$ cat config.mk
export PLATFORM = sky130hd
export DESIGN_NAME = mem_dump_reader
export DESIGN_NICKNAME = d
export VERILOG_FILES = /design/src/rtl/mem_dump_reader.sv
export SDC_FILE = /design/constraint.sdc
export NUM_CORES = 1
export LEC_CHECK = 0
export ABC_AREA = 1
export CORE_MARGIN = 2
export CORE_UTILIZATION = 52
export DETAILED_ROUTE_END_ITERATION = 10
export MAX_ROUTING_LAYER = met4
export PLACE_DENSITY = 0.77
export SKIP_CTS_REPAIR_TIMING = 1
export SLEW_MARGIN = 20
export SYNTH_ARGS = -nofsm -noshare
export SYNTH_HDL_FRONTEND = slang
export SYNTH_SLANG_ARGS = --single-unit
export TNS_END_PERCENT = 1
$ cat constraint.sdc
create_clock -name clk -period 2.8 [get_ports clk]
set_input_delay 0.56 -clock clk [delete_from_list [all_inputs] [get_ports clk]]
set_output_delay 0.56 -clock clk [all_outputs]
set_load 0.05 [all_outputs]
$ cat src/rtl/mem_dump_reader.sv
// rtl/mem_dump_reader.sv - streams a contiguous range of memory words out over a valid/ready port
//
// Ports:
//   clk, reset        clock; asynchronous active-low reset
//   start             command strobe, sampled only while idle
//   start_addr        first word address, captured with start
//   word_count        number of words to read (0..2^ADDR_WIDTH), captured with start
//   busy, done        transfer in progress / one-cycle completion pulse
//   mem_rd_en         read request to the memory's synchronous read port
//   mem_addr          read address (valid with mem_rd_en)
//   mem_rdata         read data, returned one cycle after mem_rd_en
//   out_valid/ready   stream handshake
//   out_data          stream word
//   out_addr          address the word was read from
//   out_last          final word of the transfer
module mem_dump_reader #(
    parameter int ADDR_WIDTH = 12,
    parameter int DATA_WIDTH = 32,
    parameter int FIFO_DEPTH = 2
) (
    input  logic                  clk,
    input  logic                  reset,
    input  logic                  start,
    input  logic [ADDR_WIDTH-1:0] start_addr,
    input  logic [ADDR_WIDTH:0]   word_count,
    output logic                  busy,
    output logic                  done,
    output logic                  mem_rd_en,
    output logic [ADDR_WIDTH-1:0] mem_addr,
    input  logic [DATA_WIDTH-1:0] mem_rdata,
    output logic                  out_valid,
    input  logic                  out_ready,
    output logic [DATA_WIDTH-1:0] out_data,
    output logic [ADDR_WIDTH-1:0] out_addr,
    output logic                  out_last
);

    localparam logic [1:0] S_IDLE  = 2'd0;
    localparam logic [1:0] S_READ  = 2'd1;
    localparam logic [1:0] S_DRAIN = 2'd2;

    localparam int PW = $clog2(FIFO_DEPTH);
    localparam int CW = $clog2(FIFO_DEPTH + 1);
    localparam logic [PW-1:0] LAST_SLOT = PW'(FIFO_DEPTH - 1);
    localparam logic [CW:0]   DEPTH     = (CW+1)'(FIFO_DEPTH);

    logic [1:0]            state;
    logic [ADDR_WIDTH-1:0] addr;
    logic [ADDR_WIDTH:0]   remaining;
    logic                  done_r;

    // Request issued last cycle; its data is on mem_rdata this cycle.
    logic                  inflight;
    logic [ADDR_WIDTH-1:0] inflight_addr;
    logic                  inflight_last;

    logic [DATA_WIDTH-1:0] fifo_data [FIFO_DEPTH];
    logic [ADDR_WIDTH-1:0] fifo_addr [FIFO_DEPTH];
    logic [FIFO_DEPTH-1:0] fifo_last;
    logic [PW-1:0]         wr_ptr;
    logic [PW-1:0]         rd_ptr;
    logic [CW-1:0]         count;

    logic                  pop;
    logic                  issue;
    logic [CW:0]           occupancy;

    assign out_valid = (count != '0);
    assign pop       = out_valid & out_ready;

    // Slots that will be committed after this edge. Counting the in-flight
    // word up front means the FIFO can never overflow, and crediting the pop
    // lets issue resume in the same cycle a stalled consumer frees a slot.
    assign occupancy = {1'b0, count} + {{CW{1'b0}}, inflight} - {{CW{1'b0}}, pop};
    assign issue     = (state == S_READ) && (occupancy < DEPTH);

    assign mem_rd_en = issue;
    assign mem_addr  = addr;
    assign busy      = (state != S_IDLE);
    assign done      = done_r;
    assign out_data  = fifo_data[rd_ptr];
    assign out_addr  = fifo_addr[rd_ptr];
    assign out_last  = fifo_last[rd_ptr];

    always_ff @(posedge clk or negedge reset) begin
        if (!reset) begin
            state         <= S_IDLE;
            addr          <= '0;
            remaining     <= '0;
            done_r        <= 1'b0;
            inflight      <= 1'b0;
            inflight_addr <= '0;
            inflight_last <= 1'b0;
        end else begin
            done_r        <= 1'b0;
            inflight      <= issue;
            inflight_addr <= addr;
            inflight_last <= (remaining == (ADDR_WIDTH+1)'(1));
            case (state)
                S_IDLE: begin
                    if (start) begin
                        if (word_count != '0) begin
                            addr      <= start_addr;
                            remaining <= word_count;
                            state     <= S_READ;
                        end else begin
                            done_r    <= 1'b1;
                        end
                    end
                end
                S_READ: begin
                    if (issue) begin
                        addr      <= addr + 1'b1;  // wraps modulo 2^ADDR_WIDTH
                        remaining <= remaining - 1'b1;
                        if (remaining == (ADDR_WIDTH+1)'(1)) begin
                            state <= S_DRAIN;
                        end
                    end
                end
                S_DRAIN: begin
                    if (pop && out_last) begin
                        state  <= S_IDLE;
                        done_r <= 1'b1;
                    end
                end
                default: state <= S_IDLE;
            endcase
        end
    end

    always_ff @(posedge clk or negedge reset) begin
        if (!reset) begin
            wr_ptr    <= '0;
            rd_ptr    <= '0;
            count     <= '0;
            fifo_last <= '0;
            for (int i = 0; i < FIFO_DEPTH; i++) begin
                fifo_data[i] <= '0;
                fifo_addr[i] <= '0;
            end
        end else begin
            if (inflight) begin
                fifo_data[wr_ptr] <= mem_rdata;
                fifo_addr[wr_ptr] <= inflight_addr;
                fifo_last[wr_ptr] <= inflight_last;
                wr_ptr            <= (wr_ptr == LAST_SLOT) ? '0 : wr_ptr + 1'b1;
            end
            if (pop) begin
                rd_ptr <= (rd_ptr == LAST_SLOT) ? '0 : rd_ptr + 1'b1;
            end
            if (inflight && !pop) begin
                count <= count + 1'b1;
            end else if (!inflight && pop) begin
                count <= count - 1'b1;
            end
        end
    end

endmodule

Word-level counts from Yosys, hierarchy flattened
Cells that the tools add are included.

Output and inout bits: 61. Flip-flop bits (word level): 136.

Multiplexer cells: 39. Reductions and logical operators: 16. Equality and inequality tests: 8. Bitwise gates (word level): 3. Add/sub/neg operators: 8. Order comparisons: 7.

Operators by type and width (number): $mux 32 (4); $mux 12 (7); $bwmux 64 (1); $mux 13 (3); $demux 32 s1 (1); $pmux 13 s2 (1); $bwmux 24 (1); $pmux 12 s2 (1); $mux 2 (7); $eq 13x1->1 const B (1); $reduce_bool 13->1 (1); $sub 13x1->13 const B (1); $add 12x1->12 const B (1); $demux 12 s1 (1); $mux 1 (8); $ne 2x2->1 const B (4); $reduce_bool 2->1 (4); $logic_and 1x1->1 (6); $pmux 2 s3 (1); $reduce_and 5->1 (1); $ge 2x2->1 const B (2); $lt 1x2->1 const B (2); $not 1->2 (2); $reduce_and 4->1 (1); 17 further kinds (19).

Logic depth before layout (Yosys ltp)
Word-level depth: 7. Depth in mapped cells: 15. Depth with buffers taken out: 14.

Worst setup path after synthesis
OpenSTA, ideal clock, no wires.

Kind: input-to-output. From: in out_ready. To: out mem_rd_en. Data arrival time: 2.606 ns. Required time: 2.240 ns. Path slack: -0.366 ns. Buffers on the path: 0. Stages on the path: 7. Cells stage by stage: inv_1 -> nor2_1 -> ha_1 -> or2_2 -> fa_1 -> nand3_1 -> nor2_1.

Cells in the longest elaborated chain, start to end: 4.

RTL lines: start, declared (RTL line 32) `input logic out_ready,`; $and 1x1->1 (RTL line 69) `assign pop = out_valid & out_ready;`; net pop (RTL line 64) `logic pop;`; $sub 3x1->3 (RTL line 74) `assign occupancy = {1'b0, count} + {{CW{1'b0}}, inflight} - {{CW{1'b0}}, pop};`; $lt 3x2->1 (RTL line 75) `assign issue = (state == S_READ) && (occupancy < DEPTH);`; $logic_and 1x1->1 (RTL line 75); end, declared (RTL line 28) `output logic mem_rd_en,`.

The timed path passes the listed nets, and every way through them passes these cells.

Worst setup path after layout
From: reg count[1]. To: out mem_rd_en.

Cells in the longest elaborated chain, start to end: 5. Elaborated cells between the ends (all ways): 6. Those cells by class: 2 x add/sub; 1 x order compare; 1 x bitwise; 2 x reduce/logical.

RTL lines: start, declared (RTL line 62) `logic [CW-1:0] count;`; start signal, assigned (RTL line 152) `count <= count + 1'b1;`; start signal, assigned (RTL line 154) `count <= count - 1'b1;`; $reduce_bool 2->1 (RTL line 68) `assign out_valid = (count != '0);`; $and 1x1->1 (RTL line 69); net pop (RTL line 64); $sub 3x1->3 (RTL line 74); $lt 3x2->1 (RTL line 75); $logic_and 1x1->1 (RTL line 75).

The timed path passes the listed nets, and every way through them passes these cells.

==> summary.txt <==
Worst slack, placed -> -0.453 ns
Worst path cell trace -> nor2_2 -> nor2_2 -> ha_1 -> or2_4 -> fa_1 -> nand3_2 -> nor2_4 -> buf_12
Post-synthesis async set-or-reset flop share -> 1.00
Minimum clock period -> 3.04 ns
Initial Util -> 0.536
Fraction of layout cells with a size suffix above 1 -> 0.133
H-tree depth -> 4
Synth top area cells -> dfrtp_1 (52%), nand2_1 (21%), o21ai_0 (7.8%)
DRT Pass-1 Iters -> 5
CP arrival -> 2.48 ns
Slew headroom -> 0.474
Vias in the first global route -> 5240
#FFs+latches synth -> 136
Yosys cell types -> 30
Slew Viols, Final -> 0
CTS tree -> built
Slowest CP cell -> fa_1
Antenna Cells -> 0
Worst Hold Class -> in2async
Endpoints failing setup -> 1
Clock skew -> 0.00917 ns
Fmax -> 329 MHz
I/O pins -> 122
Crit path top cell by count -> nor2_2
Antenna violations before repair -> 0
Crit. End Element -> primary output
Die area -> 13400 sq um
Worst Path Required -> 2.24 ns
Post-route setup slack -> -0.236 ns
Overall routing resource usage -> 0.238
Post-synth top area share -> 0.524
CTS Buf Count -> 17
Worst-margin pin slew -> 0.789 ns
Longest Clk Path Bufs -> 2
Synthesis warning total -> 0
Commonest cells post-synth -> nand2_1 (356), dfrtp_1 (136), o21ai_0 (101)
Top-count cell post-synth -> nand2_1
CTS sink count -> 136
Outcome -> complete, but fails checks
Unrepaired setup endpoints after global routing -> true
Starting DRT DRC Count -> 404
First-pass GRT wire length -> 24.4 mm
CP Class -> reg2out
Delay-heaviest family, CP -> adder cells
Final hold viol count -> 0
GRT Residual Overflow -> 0
Core area -> 12100 sq um
Worst path max stage delay -> 0.56 ns
Clk root buf -> clkbuf_16
Mapped Nets -> 913
Mean Syn Cell Area -> 7.68 sq um
Failing checks -> negative setup slack
Via-to-Cell Ratio -> 4.88
Predominant post-synthesis flop cell -> dfrtp_1
Final net count -> 1033
Number of cell rows -> 40
Routability cong. -> 0.863
Post-synth EDFFs -> 0
Period utilisation layout -> 1.08
Clock latency at the later pin of the worst-skew pair -> 0.41 ns
Fillers -> 1005
Die height -> 116 um
FF+latch area -> 3400 sq um
Crit path buf inv count -> 1
Antenna viol nets, final -> 0
Area leader, netlist -> dfrtp_1
Clock slew at reported path FFs -> 0.06 ns
Multi-input gate area -> 2620 sq um
Largest net degree at the start of global routing -> 91
Layout area overhead -> 30.4%
Number of port buffers -> 121
MaxCap Viol Count -> 0
Routed wire per std cell -> 12.6 um
Total wire length -> 14.4 mm
DP Wirelength -> 9.51 mm
Via count -> 5601
Crit-path max FO -> 2
Seq/Total Area, Yosys -> 0.524
Residual DRC -> 0
Post-Synthesis Cells -> 846
Mapped Area -> 6490 sq um
DIE WIDTH -> 116 um
Crit start category -> flop
final cells by class:
type	count	area share
Inverter	83	0.0377
Clock inverter	11	0.0171
Timing Repair Buffer	137	0.153
Tap cell	168	0.0248
Multi-Input combinational cell	591	0.309
Sequential cell	136	0.402
Clock buffer	21	0.0567
per-layer routing:
metal | vias to the layer above | wire length (um) | track usage
li1 | 2868 | - | -
met1 | 2538 | 6920 | 0.323
met2 | 178 | 6480 | 0.363
met3 | 17 | 835 | 0.0544
met4 | 0 | 185 | 0.0683
met5 | - | 0 | -
kinds of logic after synthesis:
family,after synthesis,share of synthesized area
compound gates,118,0.0925
xor+xnor,3,0.00405
fa+ha+maj,6,0.0127
buf+inv,119,0.0765
flops,136,0.524
simple gates,464,0.290
state kept, by name, summed over array words and instances, names as in the netlist:
signal,count
inflight_last,1
wr_ptr,1
done,1
fifo_last,2
fifo_addr,24
remaining,13
inflight_addr,12
state,2
fifo_data,64
rd_ptr,1
inflight,1
mem_addr,12
count,2
through the flow:
stage / std cells / utilization / setup TNS (ns) / hold WS [ns] / area [sq um]
floorplan: 846 / - / 0 / 0.264 / 6500
global placement: 1112 / 0.645 / -9.75 / 0.462 / 7810
detailed placement: 1112 / 0.645 / -10.63 / 0.466 / 7810
CTS: 1144 / 0.696 / -0.469 / 0.123 / 8430
global route: 1147 / 0.699 / -0.681 / 0.135 / 8470
finish: 1147 / 0.699 / -0.236 / 0.0907 / 8470
worst paths after layout:
check | startpoint | endpoint | cells past startpoint | slack [ns]
max | count[1]$_DFFE_PN0P_ | mem_rd_en | 8 | -0.24
min | reset | fifo_data[37]$_DFFE_PN0P_ | 1 | 0.09
max reg2reg | count[1]$_DFFE_PN0P_ | mem_addr[4]$_DFFE_PN0P_ | 13 | 0.08
min reg2reg | mem_addr[4]$_DFFE_PN0P_ | inflight_addr[4]$_DFF_PN0_ | 0 | 0.48
max in group asynchronous | reset | fifo_addr[16]$_DFFE_PN0P_ | 2 | 1.95
min in group clk | mem_addr[4]$_DFFE_PN0P_ | inflight_addr[4]$_DFF_PN0_ | 0 | 0.48
placed cells by master, fill, tap and decap left out, types with 3 or more instances in the layout:
cell type and count:
ha_1 5, dfrtp_1 136, o21ai_0 101, or2_2 10, a21oi_1 4, nand2_2 12
inv_2 3, nand2_1 355, buf_12 6, nor2_1 35, bufinv_16 3, nor2_2 3
o21ai_1 9, inv_1 79, clkdlybuf4s50_1 73, nand3_1 41, buf_4 56, clkinvlp_4 3
clkbuf_16 17, clkinv_2 3, clkbuf_8 4
Power is left out: the tool's default activity adds up to more than one toggle a clock period on the data nets, which glitch-free logic cannot reach.
